`src/rtl/cordic_iter_ctrl.sv`:
```
// ---------------------------------------------------------------------------
// cordic_iter_ctrl -- iterative sequencer around the combinational `cordic`
// micro-rotation stage.
//
// Purpose:
//   Latches an operand set on a start handshake and then runs one
//   micro-rotation per clock. Each cycle the stage outputs are registered
//   back into its inputs, and the shift amount and LUT entry are stepped.
//   Circular mode runs shifts 0..p_ITER-1. Hyperbolic mode runs shifts
//   1..p_ITER-1, and shifts 4 and 13 are executed twice to guarantee
//   convergence. The final vector is presented with a one-cycle done pulse.
//
// Ports (cordic_iter_ctrl):
//   i_clk    clock, all state changes on the rising edge
//   i_rst    synchronous active-high reset
//   i_start  start request, honoured only in IDLE or DONE
//   i_mode   1 = circular, 0 = hyperbolic
//   i_x/i_y  initial vector (format agnostic, x pre-scaled by 1/K)
//   i_z      initial angle, signed q.31 with full scale = 180 degrees
//   o_busy   high while iterating
//   o_done   one-cycle pulse, o_x/o_y/o_z valid in that cycle
//   o_x/o_y  result vector registers
//   o_z      residual angle register
//
// Ports (cordic stage):
//   i_mode/i_d/i_shift/i_lut  rotation mode, direction, shift and angle step
//   i_x/i_y/i_z -> o_x/o_y/o_z  one micro-rotation, o_d = next direction
// ---------------------------------------------------------------------------

module cordic #(
  parameter int p_WIDTH = 32
) (
  input  logic               i_mode,
  input  logic               i_d,
  input  logic [4:0]         i_shift,
  input  logic [p_WIDTH-1:0] i_x,
  input  logic [p_WIDTH-1:0] i_y,
  input  logic [p_WIDTH-1:0] i_z,
  input  logic [p_WIDTH-1:0] i_lut,
  output logic [p_WIDTH-1:0] o_x,
  output logic [p_WIDTH-1:0] o_y,
  output logic [p_WIDTH-1:0] o_z,
  output logic               o_d
);

  logic [p_WIDTH-1:0] w_xShr;
  logic [p_WIDTH-1:0] w_yShr;
  logic               w_xAddsY;

  // One micro-rotation. Circular mode moves x against y, and hyperbolic mode
  // moves x with y. The next direction is the sign of the new residual angle.
  always_comb begin
    w_xShr   = $signed(i_x) >>> i_shift;
    w_yShr   = $signed(i_y) >>> i_shift;
    w_xAddsY = i_mode ? ~i_d : i_d;
    o_x      = w_xAddsY ? (i_x + w_yShr) : (i_x - w_yShr);
    o_y      = i_d ? (i_y + w_xShr) : (i_y - w_xShr);
    o_z      = i_d ? (i_z - i_lut) : (i_z + i_lut);
    o_d      = ~o_z[p_WIDTH-1];
  end

endmodule

module cordic_iter_ctrl #(
  parameter int p_WIDTH = 32,
  parameter int p_ITER  = 20
) (
  input  logic               i_clk,
  input  logic               i_rst,
  input  logic               i_start,
  input  logic               i_mode,
  input  logic [p_WIDTH-1:0] i_x,
  input  logic [p_WIDTH-1:0] i_y,
  input  logic [p_WIDTH-1:0] i_z,
  output logic               o_busy,
  output logic               o_done,
  output logic [p_WIDTH-1:0] o_x,
  output logic [p_WIDTH-1:0] o_y,
  output logic [p_WIDTH-1:0] o_z
);

  typedef enum logic [1:0] {
    S_IDLE,
    S_RUN,
    S_DONE
  } state_t;

  localparam logic [4:0] c_LAST = 5'(p_ITER - 1);

  state_t             r_state;
  logic [p_WIDTH-1:0] r_x;
  logic [p_WIDTH-1:0] r_y;
  logic [p_WIDTH-1:0] r_z;
  logic               r_d;
  logic [4:0]         r_shift;
  logic               r_rep;
  logic               r_mode;

  logic [p_WIDTH-1:0] w_x;
  logic [p_WIDTH-1:0] w_y;
  logic [p_WIDTH-1:0] w_z;
  logic               w_d;
  logic [31:0]        w_lut32;
  logic [p_WIDTH-1:0] w_lut;
  logic               w_repeatNow;

  // atan(2^-i) as a q.31 angle with full scale = 180 degrees
  function automatic logic [31:0] atanRom(input logic [4:0] idx);
    case (idx)
      5'd0:    atanRom = 32'h20000000;
      5'd1:    atanRom = 32'h12E4051E;
      5'd2:    atanRom = 32'h09FB385B;
      5'd3:    atanRom = 32'h051111D4;
      5'd4:    atanRom = 32'h028B0D43;
      5'd5:    atanRom = 32'h0145D7E1;
      5'd6:    atanRom = 32'h00A2F61E;
      5'd7:    atanRom = 32'h00517C55;
      5'd8:    atanRom = 32'h0028BE53;
      5'd9:    atanRom = 32'h00145F2F;
      5'd10:   atanRom = 32'h000A2F98;
      5'd11:   atanRom = 32'h000517CC;
      5'd12:   atanRom = 32'h00028BE6;
      5'd13:   atanRom = 32'h000145F3;
      5'd14:   atanRom = 32'h0000A2FA;
      5'd15:   atanRom = 32'h0000517D;
      5'd16:   atanRom = 32'h000028BE;
      5'd17:   atanRom = 32'h0000145F;
      5'd18:   atanRom = 32'h00000A30;
      5'd19:   atanRom = 32'h00000518;
      default: atanRom = 32'h00000000;
    endcase
  endfunction

  // atanh(2^-i) in the same angle scaling; entry 0 is never addressed
  function automatic logic [31:0] atanhRom(input logic [4:0] idx);
    case (idx)
      5'd1:    atanhRom = 32'h1661788D;
      5'd2:    atanhRom = 32'h0A680D61;
      5'd3:    atanhRom = 32'h051EA6FD;
      5'd4:    atanhRom = 32'h028CBFDD;
      5'd5:    atanhRom = 32'h01460E34;
      5'd6:    atanhRom = 32'h00A2FCE8;
      5'd7:    atanhRom = 32'h00517D2E;
      5'd8:    atanhRom = 32'h0028BE6E;
      5'd9:    atanhRom = 32'h00145F32;
      5'd10:   atanhRom = 32'h000A2F98;
      5'd11:   atanhRom = 32'h000517CC;
      5'd12:   atanhRom = 32'h00028BE6;
      5'd13:   atanhRom = 32'h000145F3;
      5'd14:   atanhRom = 32'h0000A2FA;
      5'd15:   atanhRom = 32'h0000517D;
      5'd16:   atanhRom = 32'h000028BE;
      5'd17:   atanhRom = 32'h0000145F;
      5'd18:   atanhRom = 32'h00000A30;
      5'd19:   atanhRom = 32'h00000518;
      default: atanhRom = 32'h00000000;
    endcase
  endfunction

  // Zero-latency LUT lookup. A repeat is pending on the first visit to
  // shift 4 or 13 in hyperbolic mode.
  always_comb begin
    w_lut32     = r_mode ? atanRom(r_shift) : atanhRom(r_shift);
    w_repeatNow = ~r_mode & ~r_rep & ((r_shift == 5'd4) | (r_shift == 5'd13));
  end

  // The constants are MSB-aligned, so narrower datapaths keep the top bits.
  assign w_lut = p_WIDTH'({w_lut32, 32'h00000000} >> (64 - p_WIDTH));

  cordic #(
    .p_WIDTH(p_WIDTH)
  ) u_stage (
    .i_mode (r_mode),
    .i_d    (r_d),
    .i_shift(r_shift),
    .i_x    (r_x),
    .i_y    (r_y),
    .i_z    (r_z),
    .i_lut  (w_lut),
    .o_x    (w_x),
    .o_y    (w_y),
    .o_z    (w_z),
    .o_d    (w_d)
  );

  // Control FSM with registered busy/done flags. DONE lasts one cycle and
  // accepts a new start, which allows back-to-back operations.
  always_ff @(posedge i_clk) begin
    if (i_rst) begin
      r_state <= S_IDLE;
      r_x     <= '0;
      r_y     <= '0;
      r_z     <= '0;
      r_d     <= 1'b1;
      r_shift <= 5'd0;
      r_rep   <= 1'b0;
      r_mode  <= 1'b1;
      o_busy  <= 1'b0;
      o_done  <= 1'b0;
    end else begin
      o_done <= 1'b0;
      case (r_state)
        S_IDLE, S_DONE: begin
          if (i_start) begin
            r_x     <= i_x;
            r_y     <= i_y;
            r_z     <= i_z;
            r_mode  <= i_mode;
            r_d     <= ~i_z[p_WIDTH-1];
            r_shift <= i_mode ? 5'd0 : 5'd1;
            r_rep   <= 1'b0;
            r_state <= S_RUN;
            o_busy  <= 1'b1;
          end else begin
            r_state <= S_IDLE;
            o_busy  <= 1'b0;
          end
        end
        S_RUN: begin
          r_x <= w_x;
          r_y <= w_y;
          r_z <= w_z;
          r_d <= w_d;
          if (w_repeatNow) begin
            r_rep <= 1'b1;
          end else if (r_shift == c_LAST) begin
            r_rep   <= 1'b0;
            r_state <= S_DONE;
            o_busy  <= 1'b0;
            o_done  <= 1'b1;
          end else begin
            r_rep   <= 1'b0;
            r_shift <= r_shift + 5'd1;
          end
        end
        default: begin
          r_state <= S_IDLE;
          o_busy  <= 1'b0;
        end
      endcase
    end
  end

  assign o_x = r_x;
  assign o_y = r_y;
  assign o_z = r_z;

endmodule

```
`config.mk`:
```
export PLATFORM = sky130hd
export DESIGN_NAME = cordic_iter_ctrl
export DESIGN_NICKNAME = d
export VERILOG_FILES = /design/src/rtl/cordic_iter_ctrl.sv
export SDC_FILE = /design/constraint.sdc
export NUM_CORES = 1
export LEC_CHECK = 0
export CAP_MARGIN = 0
export CORE_ASPECT_RATIO = 1.4
export CORE_UTILIZATION = 60
export CTS_CLUSTER_DIAMETER = 80
export DETAILED_ROUTE_END_ITERATION = 7
export GPL_TIMING_DRIVEN = 0
export PLACE_DENSITY = 0.84
export REMOVE_ABC_BUFFERS = 1
export SYNTH_ARGS = -nofsm -noshare
export SYNTH_HDL_FRONTEND = slang
export SYNTH_HIERARCHICAL = 1
export SYNTH_SLANG_ARGS = --single-unit
export TNS_END_PERCENT = 5
```
`constraint.sdc`:
```
create_clock -name i_clk -period 15.89 [get_ports i_clk]
set_input_delay 3.178 -clock i_clk [delete_from_list [all_inputs] [get_ports i_clk]]
set_output_delay 3.178 -clock i_clk [all_outputs]
set_load 0.005 [all_outputs]
```
==> results.md <==
- Max cap viols: 0
- Die height: 211.6 um
- Hold Path Class: register to register
- Req. time, crit path: 16250 ps
- Ys flop type: dfxtp_1
- Max FO, Critical Path: 27
- Gr usage total: 43.17%
- Final setup vio count: 0
- Initial antenna violation count: 2
- Share of cells above drive strength 1: between 10% and 20%
- CP Capture Point: o_y[29]
- CP Launch Type: register
- Met3 WL: 5.205 mm
- First-pass GRT wire length: 105.7 mm
- Top-count cell post-synth: nand2_1
- Reg-to-reg critical path endpoint: o_y[29]
- Root buf cell: clkbuf_16
- ANT nets after route: 0
- Power Dens Cells: 129.4 nW/um^2
- Post-Syn Instances: 2352
- Rows: 76
- Worst hold slack: 505.9 ps
- Initial Utilization: 61.13%
- Reg-to-Reg Start: r_shift[4]
- Syn_area_per_cell: between 8 and 9 um^2
- Yosys reg bits: 163
- Inst Count DP: 2797
- Gpl congestion: 1.024
- Area grow syn2layout: 14.45%
- Via Count: between 15000 and 20000
- Final core utilization: 69.96%
- Post-synth EDFFs: 0
- Yosys Warn Count: 6
- Yosys cell types: 97
- CTS tree: yes
- WL/cell: 24.43 um
- Worst-Margin Slew: ~1400 ps
- Min cycle time layout: 8544 ps
- Leakage: 8.491 nW
- Max Freq: 0.1170 GHz
- Top cell type's share of synthesized area: 17.33%
- Uppermost layer routed: met5
- Top-level I/O count: 198
- Max Slew Vio Count: 0
- Ys async rst share: 0%
- Outcome: completed
- Launch point of the worst path: r_shift[4]
- CP endpoint kind: register
- Final Cycle Share: a little over half
- # clock sinks: approximately 160
- Sequential element share of the synthesized area: 17.33%
- CTS Hold Buffers Added: 0
- R2r setup slk: approximately 7300 ps
- Setup CP Type: register to register
- Max-slew headroom: 8.437%
- Mapped Area: roughly 19000 um^2
- Core area: 30810 um^2
- RSZ-0062 raised after global routing: no
- Nets: ~2700
- Reg2Reg Depth: 20
- Vias in the first global route: 19150
- Top area cells in the synthesized netlist: dfxtp_1 (17%), mux4_2 (11%), ha_1 (8.0%), nand2_1 (6.2%), xnor2_1 (5.4%)
- Die X: 151.7 um
- Number of antenna diodes: 0
- Port-buffer cells: 197
- Dpl hpwl: approximately 50 mm
- Post-route total power: roughly 0.0028 W
- Post-synth top area cell: dfxtp_1
- Setup TNS: 0 ps
- Synth cell count leaders: nand2_1 (310), nor2_1 (250), dfxtp_1 (163), a21oi_1 (142), ha_1 (121)
- CTS clk-pin slew, worst paths: around 70 ps
- CTS H-Tree Depth: 4
- Total die area: ~32000 um^2
- Met2 routed WL: 34.51 mm
- DR pass1 iterations: 8
- Num CTS Buffers: 17
- Arrival time at the worst endpoint: 8910 ps
- WL met1: between 20 and 25 mm
- Worst Clk Skew: 15.97 ps
- Clock buffer depth: 2
- Initial drt markers: roughly 1700
- Residual DRC count: 0
- Skew-Pair Late Insertion Delay: 460 ps
- CTS resizes: 0
- Via density per instance: ~7
- Final std cells w/o fill: 2829
- Peak supply drop: roughly 0.1 mV
- Fin. Hold Viols: 0
- DRT Wirelength: 69.12 mm
- Postcts setup bufs: 0
- GRT overflow: 0
- Pin count of the biggest net entering global routing: 82
## how the worst min path moves through the flow
stage | from | endpoint | depth (start not counted)
after floorplan | r_rep | r_rep | 2
after global routing | o_z[19] | o_z[19] | 2
after detailed placement | r_rep | r_rep | 2
final | o_busy | o_busy | 1
after CTS | r_rep | r_rep | 2
after global placement | r_rep | r_rep | 2
## placed cells by master, fill, tap and decap left out, drive strengths merged, types with 55 or more instances in the layout
master	n
xor2	55
mux4	89
clkdlybuf4s50	196
o21ai	104
a311oi	98
inv	66
nand2	311
ha	121
xnor2	117
mux2i	55
a21oi	146
mux2	62
dfxtp	163
nor2	251
## logic make-up (layout without fill, tap and decap cells)
kind of cell	Yosys count	count (layout)	synth area share, %
adder cells (fa/ha/maj)	125	125	8.411
other	1	3	0.01991
XOR/XNOR	172	172	7.999
multiplexers	206	206	17.38
flip-flops	163	163	17.33
AND/OR/NAND/NOR	813	813	19.67
buffers and inverters	224	309	5.288
AO/OA/AOI/OAI	648	648	23.91
## critical path, stage by stage, from the launching register on
cell and delay [ps]:
dfxtp_2 760, clkinv_1 980, nand2_1 780, nor2_1 100, nor3_1 800, and4b_1 460
and4b_1 590, a31oi_1 190, xnor2_1 330, ha_1 380, and4_1 270, a221oi_1 220
o21ai_0 140, and3_1 220, a21oi_1 260, a31oi_1 300, o31ai_1 590, nand2_1 120
o311ai_0 550, nand2_1 100, a311oi_1 270
## stage by stage
step / setup WS, ps / cell area (um^2)
after floorplan: 7147 / 18080
after global placement: 3920 / 20540
after detailed placement: 7960 / 20970
after CTS: 7955 / 21550
after global routing: 7219 / 21550
final: 7346 / 21550
## power by group
group | leakage (nW) | total [W] | internal (W) | switching [W]
Sequential | 1.35 | 0.000573 | 0.000459 | 0.000114
Clock | 0.292 | 0.000425 | 0.000232 | 0.000192
Combinational | 6.85 | 0.00179 | 0.000783 | 0.00101
Total | 8.49 | 0.00279 | 0.00147 | 0.00132
## routing by layer
| metal | up-vias | track usage, % |
|---|---|---|
| met2 | 1119 | 74.28 |
| li1 | 8892 | - |
| met5 | - | 0 |
| met1 | 9354 | 45.15 |
| met3 | 354 | 8.815 |
| met4 | 2 | 34.00 |
## area by class of cell
cell class | instances | area [um^2]
well taps | 390 | 488.0
inverters | 64 | 240.2
fillers | 2425 | 9255
multi-input cells | 1967 | 14630
repair buffers | 213 | 2335
clock inverters | 7 | 57.56
flip-flops and latches | 163 | 3279
clock buffers | 25 | 525.5
(Power assumes the default switching activity.)
